<file path="src/rtl/pulse_monitor_if.sv">
// pulse_monitor_if: signal bundle between the pulse generator side and the
// pulse monitor.
//   enable      - monitor active (1) / idle (0)
//   go          - pulse stream under test
//   expected    - expected period in cycles, 0 disables comparison
//   period      - last measured period (CW bits)
//   valid       - one-cycle strobe after a new period is loaded
//   mismatch    - sticky period-compare failure flag
//   timeout     - sticky no-pulse-within-limit flag
//   pulse_count - pulses received while enabled, wraps modulo 256
//   LEDR        - board LEDs {timeout, mismatch, pulse_count}
// master drives the stimulus side, slave is the monitor itself.
interface pulse_monitor_if #(
   parameter int unsigned CW = 7
);
   logic          enable;
   logic          go;
   logic [5:0]    expected;
   logic [CW-1:0] period;
   logic          valid;
   logic          mismatch;
   logic          timeout;
   logic [7:0]    pulse_count;
   logic [9:0]    LEDR;

   modport master (
      output enable, go, expected,
      input  period, valid, mismatch, timeout, pulse_count, LEDR
   );

   modport slave (
      input  enable, go, expected,
      output period, valid, mismatch, timeout, pulse_count, LEDR
   );
endinterface

</file>
<file path="src/rtl/pulse_monitor.sv">
// pulse_monitor: receive-side checker for the divided-clock go strobe.
// Measures the cycle count between successive go pulses, compares each
// period against an expected divide ratio, counts pulses and flags a
// missing pulse after 2^CW-1 cycles.
// Ports:
//   clock - system clock, all logic on posedge
//   reset - synchronous active-high reset, clears all state and outputs
//   bus   - pulse_monitor_if slave modport (enable/go/expected in,
//           period/valid/mismatch/timeout/pulse_count/LEDR out)
module pulse_monitor #(
   parameter int unsigned CW = 7
) (
   input  logic          clock,
   input  logic          reset,
   pulse_monitor_if.slave bus
);

   localparam logic [1:0] IDLE    = 2'd0;
   localparam logic [1:0] ARM     = 2'd1;
   localparam logic [1:0] MEASURE = 2'd2;

   localparam logic [CW-1:0] CNT_MAX = '1;
   localparam logic [CW-1:0] CNT_ONE = {{(CW-1){1'b0}}, 1'b1};

   logic [1:0]    state;
   logic [CW-1:0] cnt;
   logic [CW-1:0] period_q;
   logic          valid_q;
   logic          mismatch_q;
   logic          timeout_q;
   logic [7:0]    pulse_count_q;
   logic [CW-1:0] expected_ext;

   assign expected_ext = CW'(bus.expected);

   always_ff @(posedge clock) begin
      if (reset) begin
         state         <= IDLE;
         cnt           <= '0;
         period_q      <= '0;
         valid_q       <= 1'b0;
         mismatch_q    <= 1'b0;
         timeout_q     <= 1'b0;
         pulse_count_q <= '0;
      end else if (!bus.enable) begin
         // go is ignored while disabled; results and sticky flags hold
         state   <= IDLE;
         cnt     <= '0;
         valid_q <= 1'b0;
      end else begin
         valid_q <= 1'b0;
         case (state)
            IDLE: begin
               cnt   <= '0;
               state <= ARM;
            end
            ARM: begin
               // first pulse only starts the measurement, no period yet
               if (bus.go) begin
                  cnt           <= CNT_ONE;
                  pulse_count_q <= pulse_count_q + 8'd1;
                  state         <= MEASURE;
               end
            end
            MEASURE: begin
               // a pulse on the saturation cycle still wins over timeout
               if (bus.go) begin
                  period_q      <= cnt;
                  valid_q       <= 1'b1;
                  cnt           <= CNT_ONE;
                  pulse_count_q <= pulse_count_q + 8'd1;
                  if ((bus.expected != 6'd0) && (cnt != expected_ext)) begin
                     mismatch_q <= 1'b1;
                  end
               end else if (cnt == CNT_MAX) begin
                  timeout_q <= 1'b1;
                  cnt       <= '0;
                  state     <= ARM;
               end else begin
                  cnt <= cnt + CNT_ONE;
               end
            end
            default: begin
               state <= IDLE;
               cnt   <= '0;
            end
         endcase
      end
   end

   assign bus.period      = period_q;
   assign bus.valid       = valid_q;
   assign bus.mismatch    = mismatch_q;
   assign bus.timeout     = timeout_q;
   assign bus.pulse_count = pulse_count_q;
   assign bus.LEDR        = {timeout_q, mismatch_q, pulse_count_q};

endmodule

</file>
<file path="src/flat_wrapper.sv">
// flat-port wrapper written by rule: the top's interface ports become plain ports
module pulse_monitor_flat 
#(
   parameter int unsigned CW = 7
)
  (clock, reset, bus_enable, bus_go, bus_expected, bus_period, bus_valid, bus_mismatch, bus_timeout, bus_pulse_count, bus_LEDR);
  pulse_monitor_if #(.CW(CW)) bus_i ();
  input  logic clock;
  input  logic reset;
  input wire logic [$bits(bus_i.enable)-1:0] bus_enable;
  input wire logic [$bits(bus_i.go)-1:0] bus_go;
  input wire logic [$bits(bus_i.expected)-1:0] bus_expected;
  output wire logic [$bits(bus_i.period)-1:0] bus_period;
  output wire logic [$bits(bus_i.valid)-1:0] bus_valid;
  output wire logic [$bits(bus_i.mismatch)-1:0] bus_mismatch;
  output wire logic [$bits(bus_i.timeout)-1:0] bus_timeout;
  output wire logic [$bits(bus_i.pulse_count)-1:0] bus_pulse_count;
  output wire logic [$bits(bus_i.LEDR)-1:0] bus_LEDR;
  assign bus_i.enable = bus_enable;
  assign bus_i.go = bus_go;
  assign bus_i.expected = bus_expected;
  assign bus_period = bus_i.period;
  assign bus_valid = bus_i.valid;
  assign bus_mismatch = bus_i.mismatch;
  assign bus_timeout = bus_i.timeout;
  assign bus_pulse_count = bus_i.pulse_count;
  assign bus_LEDR = bus_i.LEDR;
  pulse_monitor #(.CW(CW)) u_core (.clock(clock), .reset(reset), .bus(bus_i));
endmodule
</file>
<file path="config.mk">
export PLATFORM = sky130hd
export DESIGN_NAME = pulse_monitor_flat
export DESIGN_NICKNAME = d
export VERILOG_FILES = /design/src/rtl/pulse_monitor_if.sv /design/src/rtl/pulse_monitor.sv /design/src/flat_wrapper.sv
export SDC_FILE = /design/constraint.sdc
export NUM_CORES = 1
export LEC_CHECK = 0
export CAP_MARGIN = 5
export CORE_ASPECT_RATIO = 0.75
export CORE_MARGIN = 3
export CORE_UTILIZATION = 47
export DETAILED_ROUTE_END_ITERATION = 10
export PLACE_DENSITY = 0.78
export SYNTH_ARGS = -nofsm -noshare
export SYNTH_HDL_FRONTEND = slang
export SYNTH_SLANG_ARGS = --single-unit
</file>
<file path="constraint.sdc">
create_clock -name clock -period 2.09 [get_ports clock]
set_input_delay 0.209 -clock clock [delete_from_list [all_inputs] [get_ports clock]]
set_output_delay 0.209 -clock clock [all_outputs]
set_load 0.01 [all_outputs]
</file>
==> flow_summary.yaml, run 1 <==
cts:
  cts_tree: "yes"
  ctsHoldBuffers: 0
  clk_latency_ps: 270
  cts-root-buf: "clkbuf_8"
  cts.clk_slew.worst_paths_ps: 90
  clockBufferDepth: 2
  cts_setup_buffers: 0
  cts_resized: 0
  cts_buffers: 3
  htree_levels: 1
  cts.sinks: 27
placed_design:
  placed_cells: 216
  hpwl_mm: 2.316
  io_buffers: 37
  place_congestion: 0.7167
routing:
  route.vias.total: 1207
  drtIter0Drc: 56
  drtAntennaViolNets: 0
  wl_per_cell_um: 14.39
  firstDrtPassIters: 4
  drc: 0
  totalWireLength_mm: 3.166
  routed_via_density: 5.486
layout:
  area_growth_pct: 25.80
  instances_no_fill: 220
  final_layout_size_suffix_gt1_share_pct: 6.522
  antenna_cells: 0
  nNetsFinal: 201
sta:
  rsz0062_at_grt: "false"
  maxSlewHeadroom_pct: 69.98
  maxSlewViolCount: 0
  tightest_slew_ps: 449.1
  clock.fmax_ghz: 0.5504
  setup_tns_ps: 0
  skew_ps: 5.066
  setup_viol: 0
  whs_ps: 492.7
  fin_crit_ps: 1817
  hold_viol: 0
  fin_crit_sh_pct: 86.93
power:
  p_switching_mw: 0.1990
  switching_share_pct: 22.50
  finalPower_mw: 0.8846
  power_frac_comb_pct: 8.0
  peakVddDrop_mv: 0.4083
  seq_power_share_pct: 58.9
  pwr-share-clk_pct: 33.1
  intPower_mw: 0.6856
  leakage_nw: 0.6437
  power_density_mw_per_mm2: 501.8
yosys:
  synth.top_cell.area_share_pct: 38.57
  synth.largest_area_cell: "dfxtp_1"
  synth_area_leaders: "dfxtp_1 (39%), buf_4 (5.4%), ha_1 (5.4%), nor2_1 (5.4%), mux2i_1 (5.0%)"
  netlist_instances: 160
  synth_edf_count: 0
  synthArstFlopShare_pct: 0
  ys.flop_type: "dfxtp_1"
  synth-warning-count: 0
  yosysSeqAreaShare_pct: 38.57
  ys_ff_latch: 27
  synth.avg_cell_area_um2: 8.758
  netlist_area_mm2: 0.001401
  syn_nets: 176
  ys_types: 40
  synth.most_common_cell: "dfxtp_1"
  synth_common_cells: "dfxtp_1 (27), nor2_1 (20), a21oi_1 (10), buf_4 (10), nand2_1 (9)"
global_route:
  grt_max_degree: 18
  antenna_found_initial: 0
  grt_pass1_vias: 1125
  grt-ovfl-total: 0
  grt_use_total_pct: 17.74
  grt_pass1_wl_mm: 5.181
worst_setup_path:
  worstSetupEndpointType: "flop"
  worstPathArrival_ps: 2010
  rrSetupSlack_ps: 270
  crit_path_start_kind: "flop"
  cp_max_fo: 6
  path_class: "reg -> reg"
  required_ps: 2280
run_status:
  status: "completed"
flow_run:
  cap_viol_max_count: 0
floorplanning:
  io_pins: 38
  die_h_um: 53.29
  dieArea_mm2: 0.003680
  fp.dieW_um: 69.05
  row_count: 16
  start_util_pct: 51.47
  coreArea_mm2: 0.002723
worst_hold_path:
  hold_class: "reg -> reg"
==> path summary, 6_finish.rpt <==
kind	from	end	cells after the start
worst max register to register	u_core.cnt[0]	u_core.state[0]	5
worst min-delay path	u_core.bus.mismatch	u_core.bus.mismatch	2
worst min register to register	u_core.bus.mismatch	u_core.bus.mismatch	2
worst max-delay path	u_core.cnt[0]	u_core.state[0]	5
==> worst max-delay path: stages, from the launching register on <==
cell	delay, ps
dfxtp_1	510
ha_1	270
nand3_1	180
o41ai_2	440
a21oi_1	130
a311oi_1	200
==> registers in the layout, indices dropped and copies added (netlist names) <==
register	cells
u_core.bus.pulse_count	8
u_core.bus.period	7
u_core.cnt	7
u_core.state	2
u_core.bus.mismatch	1
u_core.bus.timeout	1
u_core.bus.valid	1
==> layout make-up <==
cell class,instances,area [um2]
clock buffers,3,41.29
clock inverters,1,5.005
fillers,251,959.7
inverters,5,18.77
multi-input cells,110,734.5
flip-flops and latches,27,540.5
well taps,36,45.04
repair buffers,38,377.9
==> power groups by stage <==
stage | clock (mW) | sequential [mW] | combinational (mW)
CTS | 0.304 | 0.521 | 0.0701
detailed placement | 0 | 0.533 | 0.0697
global route | 0.325 | 0.522 | 0.0774
floorplan | 0 | 0.533 | 0.0385
global placement | 0 | 0.532 | 0.0684
finish | 0.293 | 0.521 | 0.0705
==> layout by cell type, fill, tap and decap left out, types with 2 or more instances in the layout <==
cell type,netlist,final
nand2b_1,3,3
clkdlybuf4s50_1,0,37
clkbuf_8,0,3
inv_1,5,5
nand3b_1,2,2
nor3_1,3,3
xnor2_1,6,6
xor2_1,6,6
nand2_1,9,9
ha_1,6,6
dfxtp_1,27,27
mux2i_1,7,7
nand4_1,7,7
and3_1,2,2
nor2_1,20,20
a21oi_1,10,10
nand3_1,3,3
o21ai_0,5,5
==> through the flow <==
stage	worst slack, ps	utilization (%)	area, um2
2_1_floorplan	577.5	-	1401
3_3_place_gp	396.7	63.05	1717
3_5_place_dp	340.6	63.05	1717
4_1_cts	302.6	64.75	1763
5_1_grt	102.6	64.75	1763
6_report	273.2	64.75	1763
==> logic make-up (layout without fill, tap and decap cells) <==
| kind of cell | after synthesis | after routing | synth area share (%) |
|---|---|---|---|
| AOI/OAI and AO/OA | 26 | 26 | 12.14 |
| xor gates and xnor gates | 12 | 12 | 7.500 |
| adders and majority gates | 6 | 6 | 5.357 |
| buffers and inverters | 23 | 47 | 9.018 |
| DFF | 27 | 27 | 38.57 |
| muxes | 8 | 8 | 5.804 |
| and+or+nand+nor | 58 | 58 | 21.61 |
==> metal layers <==
| metal | vias up | global-route usage (%) | share of wire [%] |
|---|---|---|---|
| met5 | - | 0 | 0 |
| met4 | 0 | 6.169 | 0.92 |
| met3 | 2 | 5.123 | 8.5 |
| met2 | 50 | 28.64 | 45 |
| met1 | 561 | 22.76 | 45 |
| li1 | 594 | - | - |
(Power assumes the default switching activity.)
==> inputs of run 2 (changes only) <==
- HOLD_SLACK_MARGIN: default -> 0.12
==> results of run 2 <==
Final layout, timing and power as in run 1 (identical DEF).
==> variant 1: new RTL, settings of run 1 <==
Register the output `bus.LEDR`, without a reset; this adds one clock of latency there.
--- a/src/rtl/pulse_monitor.sv
+++ b/src/rtl/pulse_monitor.sv
@@ -93,7 +93,9 @@
    assign bus.mismatch    = mismatch_q;
    assign bus.timeout     = timeout_q;
    assign bus.pulse_count = pulse_count_q;
-   assign bus.LEDR        = {timeout_q, mismatch_q, pulse_count_q};
+   always_ff @(posedge clock) begin
+      bus.LEDR <= {timeout_q, mismatch_q, pulse_count_q};
+   end
 
 endmodule
 
Function: changed (Yosys sat finds a counterexample within 4 cycles, from zero or initial values and one cycle with reset high).
==> variant 1 against run 1 <==
Cell area grew 16%. Total power grew 62%. Area after synthesis grew 8.3%. Worst setup slack gained 79 ps. Sequential cell count grew 10. Critical path type unchanged. Via count grew 5.2%. Routed wire length grew 4.2%. Critical path depth grew 1. Sequential share of layout area grew 5.6 points. Critical endpoint is now u_core.cnt[4]$_SDFFE_PP0P_.
==> variant 1: results (changes against run 1) <==
Finish
  – Share of cells above drive strength 1: 8.37% (was 6.52%)
  – Max FFs per register: 10 (was 8)
  – Final nets: 218 (was 201)

Global route
  – Global Route Usage Sum: 17.4% (was 17.7%)
  – Vias in the first global route: 1175 (was 1125)
  – Met1 Use GR: 24.4% (was 22.8%)
  – Largest net degree at the start of global routing: 19 (was 18)
  – Initial antenna violation count: 0 (unchanged)
  – First-pass GRT wire length: 5.49 mm (was 5.18 mm)
  – GR Util met2: 25.4% (was 28.6%)
  – M3 GR Usage: 4.91% (was 5.12%)

Route
  – Total number of vias: 1270 (was 1207)
  – Total wire length: 3.30 mm (was 3.17 mm)
  – Drt pass-1 iters: 4 (unchanged)
  – Average wire per standard cell: 13.7 um (was 14.4 um)
  – Drt initial violations: 64 (was 56)

Logic synthesis
  – Largest cells by area after synthesis: dfxtp_1 (49%), xor2_1 (8.7%), ha_1 (4.9%) (was dfxtp_1 (39%), buf_4 (5.4%), ha_1 (5.4%))
  – Syn Inst Count: 162 (was 160)
  – Syn nets: 178 (was 176)
  – Synthesis Warnings: 0 (unchanged)
  – Synth cell count leaders: dfxtp_1 (37), nand2_1 (20), nor2_1 (18) (was dfxtp_1 (27), nor2_1 (20), a21oi_1 (10), buf_4 (10), nand2_1 (9))
  – Sequential share of the synthesized area: 48.8% (was 38.6%)
  – Post-synth ARST share: 0% (unchanged)
  – Post-synth cell types: 37 (was 40)

Setup path
  – Critical path launch point: u_core.state[1]$_SDFFE_PP0P_ (was u_core.cnt[0]$_SDFFE_PP0P_)
  – Critical Path Fanout Max: 10 (was 6)
  – CP max stage delay: 380 ps (was 510 ps)
  – CP arrival: 1920 ps (was 2010 ps)
  – CP delay by family, top: flip-flops (was compound AO/OA/AOI/OAI gates)

Place
  – Gp weighted congestion: 0.835 (was 0.717)
  – DPL Wire Length: 2.43 mm (was 2.32 mm)
  – Placed insts: 233 (was 216)

Hold path
  – Hold path startpoint: u_core.bus.timeout$_SDFFE_PP0P_ (was u_core.bus.mismatch$_SDFFE_PP0P_)

Pwr
  – VDD IR max: 0.000369 V (was 0.000408 V)
  – Pleak: 0.000739 uW (was 0.000644 uW)

Clock tree
  – Clock slew at reported path FFs: 70 ps (was 90 ps)
  – H-tree levels: 2 (was 1)
  – CTS buffer count: 5 (was 3)
  – CTS tree: built (unchanged)

Status
  – Status: completed (unchanged)

Timing
  – Relative slew slack: 74.9% (was 70.0%)
  – Clock Skews: 4.67 ps (was 5.07 ps)
variant 1: worst paths after layout:
kind	endpoint	slack, ps	cells past startpoint
max	u_core.cnt[4]$_SDFFE_PP0P_	350	6
min	u_core.bus.LEDR[9]$_DFF_P_	370	0
max reg2reg	u_core.cnt[4]$_SDFFE_PP0P_	350	6
min reg2reg	u_core.bus.LEDR[9]$_DFF_P_	370	0
variant 1: layout make-up:
| cell class | count | area [um2] |
|---|---|---|
| tap | 38 | 47.5 |
| timing repair buffer | 39 | 385 |
| clock buffer | 6 | 82.6 |
| inverter | 6 | 22.5 |
| multi-input combinational | 113 | 727 |
| clock inverter | 2 | 37.5 |
| sequential | 37 | 741 |
| fill | 228 | 977 |
variant 1: per-stage QoR:
step	utilization (%)	cell area (um2)	setup slack (ps)	hold WS, ps
floorplan	-	1520	551	384
global placement	63.7	1920	327	359
detailed placement	63.7	1920	254	363
CTS	67.6	2040	368	374
global route	67.6	2040	252	381
finish	67.6	2040	352	373
variant 1: report_power, final:
part	total, uW	internal, uW	switching [uW]
clock	638	388	250
combinational	79.6	36.9	42.8
sequential	712	708	3.83
total	1430	1130	297
variant 1: cells by family (layout without fill, tap and decap cells):
logic type               count (synthesis)  count (layout)  synth area share (%)
AND/OR/NAND/NOR                         65              65                  21.9
XOR/XNOR                                17              17                  9.81
multiplexers                             3               3                  2.06
AO/OA/AOI/OAI                           22              22                  9.15
adder cells (fa/ha/maj)                  6               6                  4.95
buffers and inverters                   12              53                  3.30
flip-flops                              37              37                  48.8
variant 1: routing by layer:
metal  routed length, um  part of all wire (%)
met3                 182                   5.5
met4                  27                  0.82
met1                1620                    49
met5                   0                     0
met2                1470                    45
==> variant 2: new RTL, flow settings as in run 1 <==
Made on the original files. `CW` is set to 7 in 3 places; all go to 6.
--- a/src/rtl/pulse_monitor_if.sv
+++ b/src/rtl/pulse_monitor_if.sv
@@ -11,7 +11,7 @@
 //   LEDR        - board LEDs {timeout, mismatch, pulse_count}
 // master drives the stimulus side, slave is the monitor itself.
 interface pulse_monitor_if #(
-   parameter int unsigned CW = 7
+   parameter int unsigned CW = 6
 );
    logic          enable;
    logic          go;
--- a/src/rtl/pulse_monitor.sv
+++ b/src/rtl/pulse_monitor.sv
@@ -8,7 +8,7 @@
 //   bus   - pulse_monitor_if slave modport (enable/go/expected in,
 //           period/valid/mismatch/timeout/pulse_count/LEDR out)
 module pulse_monitor #(
-   parameter int unsigned CW = 7
+   parameter int unsigned CW = 6
 ) (
    input  logic          clock,
    input  logic          reset,
--- a/src/flat_wrapper.sv
+++ b/src/flat_wrapper.sv
@@ -1,7 +1,7 @@
 // flat-port wrapper written by rule: the top's interface ports become plain ports
 module pulse_monitor_flat 
 #(
-   parameter int unsigned CW = 7
+   parameter int unsigned CW = 6
 )
   (clock, reset, bus_enable, bus_go, bus_expected, bus_period, bus_valid, bus_mismatch, bus_timeout, bus_pulse_count, bus_LEDR);
   pulse_monitor_if #(.CW(CW)) bus_i ();
Interface: changed (resized bus_period); port bits go from 38 to 37. No check against the original RTL was run, so the function may have changed too.
==> variant 2 against run 1 <==
Total power shrank 13%. Sequential cell count down 2. Final cell count decreased by 8.2%. Clock power fell by 26%. Area after synthesis decreased by 9.8%. Synthesized cell count down 11%. Routed wire length decreased by 18%. Global-route usage is 1.0 points lower. Cell area shrank 9.6%. Worst setup slack better by 190 ps. Critical endpoint is now u_core.bus.pulse_count[7]$_SDFFE_PP0P_.
==> variant 2: results (changes against run 1) <==
Status
  – Status: completed (unchanged)

Logic synthesis
  – XOR/XNOR Fraction of Synth Area: 10.4% (was 7.50%)
  – Synth cell count leaders: dfxtp_1 (25), nor2_1 (22), xnor2_1 (11) (was dfxtp_1 (27), nor2_1 (20), a21oi_1 (10), buf_4 (10), nand2_1 (9))
  – Average size of a mapped cell: 8.90 um2 (was 8.76 um2)
  – Post-synth cell types: 33 (was 40)
  – Largest cells by area after synthesis: dfxtp_1 (40%), xnor2_1 (7.6%), nor2_1 (6.5%) (was dfxtp_1 (39%), buf_4 (5.4%), ha_1 (5.4%))
  – Sequential share of the synthesized area: 39.6% (was 38.6%)
  – Syn nets: 157 (was 176)
  – Compound-gate portion of the synthesized area: 7.62% (was 12.1%)
  – Post-Synth Adder-Cell Area: 4.95% (was 5.36%)
  – Multiplexer share of the synthesized area: 5.54% (was 5.80%)
  – Ys flop type: dfxtp_1 (unchanged)

Setup path
  – R2r setup slk: 460 ps (was 270 ps)
  – CP max stage delay: 410 ps (was 510 ps)
  – R2r endpoint: u_core.bus.pulse_count[7]$_SDFFE_PP0P_ (was u_core.state[0]$_SDFFE_PP0P_)
  – Reg2Reg Launch Point: u_core.state[0]$_SDFFE_PP0P_ (was u_core.cnt[0]$_SDFFE_PP0P_)
  – CP delay by family, top: simple AND/OR/NAND/NOR gates (was compound AO/OA/AOI/OAI gates)
  – Reg2Reg Depth: 6 (was 5)
  – CP startpoint kind: register (unchanged)
  – CP arrival: 1860 ps (was 2010 ps)
  – Critical Path Fanout Max: 8 (was 6)

Timing
  – Hold_ws: 492 ps (was 493 ps)
  – F_max: 613 MHz (was 550 MHz)
  – Measured slew at the worst slew-check pin: 332 ps (was 449 ps)
  – Clock Skews: 8.91 ps (was 5.07 ps)

Route
  – Total number of vias: 1037 (was 1207)
  – Via-to-Cell Ratio: 5.13 (was 5.49)
  – Average wire per standard cell: 12.9 um (was 14.4 um)
  – Drt initial violations: 39 (was 56)

Finish
  – Final nets: 184 (was 201)
  – FILL cells: 208 (was 251)
  – Share of cells above drive strength 1: 4.17% (was 6.52%)

Place
  – Gp weighted congestion: 0.780 (was 0.717)
  – Port Buffers: 36 (was 37)
  – DPL Wire Length: 1.96 mm (was 2.32 mm)
  – Placed insts: 198 (was 216)
  – Cell Area, Placed: 1560 um2 (was 1720 um2)
  – Pre-CTS setup slack: 305 ps (was 341 ps)

Clock tree
  – CTS root buffer: clkbuf_4 (was clkbuf_8)
  – Worst skew pair latency: 320 ps (was 270 ps)
  – Clock slew at reported path FFs: 140 ps (was 90 ps)

Global route
  – Global Route Usage Sum: 16.7% (was 17.7%)
  – Vias in the first global route: 936 (was 1125)
  – First-pass GRT wire length: 4.41 mm (was 5.18 mm)

Pwr
  – Pleak: 0.000590 uW (was 0.000644 uW)
  – VDD IR max: 0.000462 V (was 0.000408 V)
==> variant 2: cell count changes in the layout (fill, tap and decap cells not counted), moves of 2 or more <==
cell,before,now
clkbuf_4,0,3
nand2_1,9,7
nor2_1,20,22
a21o_1,0,2
dfxtp_1,27,25
clkbuf_8,3,0
nand4_1,7,4
xor2_1,6,4
a21oi_1,10,8
xnor2_1,6,11
==> variant 2: routing by layer <==
metal  vias up  track usage [%]  part of all wire, %  wire length [um]
met4         0             2.07                 0.46                12
met3         2             5.49                  7.1               185
met5         -                0                    0                 0
met1       469             21.6                   45              1170
met2        47             27.8                   48              1240
li1        519                -                    -                 -
==> variant 2: final cells by class <==
type                       instances  share of cell area [%]
multi-input combinational         98                    40.0
sequential                        25                    31.4
timing repair buffer              37                    23.1
tap                               34                    2.67
clock buffer                       3                    1.41
inverter                           4                   0.942
clock inverter                     1                   0.471
==> variant 2: power breakdown <==
part	internal, uW	total [uW]	switching, uW
clock	73.1	218	145
sequential	480	483	3.39
combinational	35.9	68.8	32.9
total	589	770	181
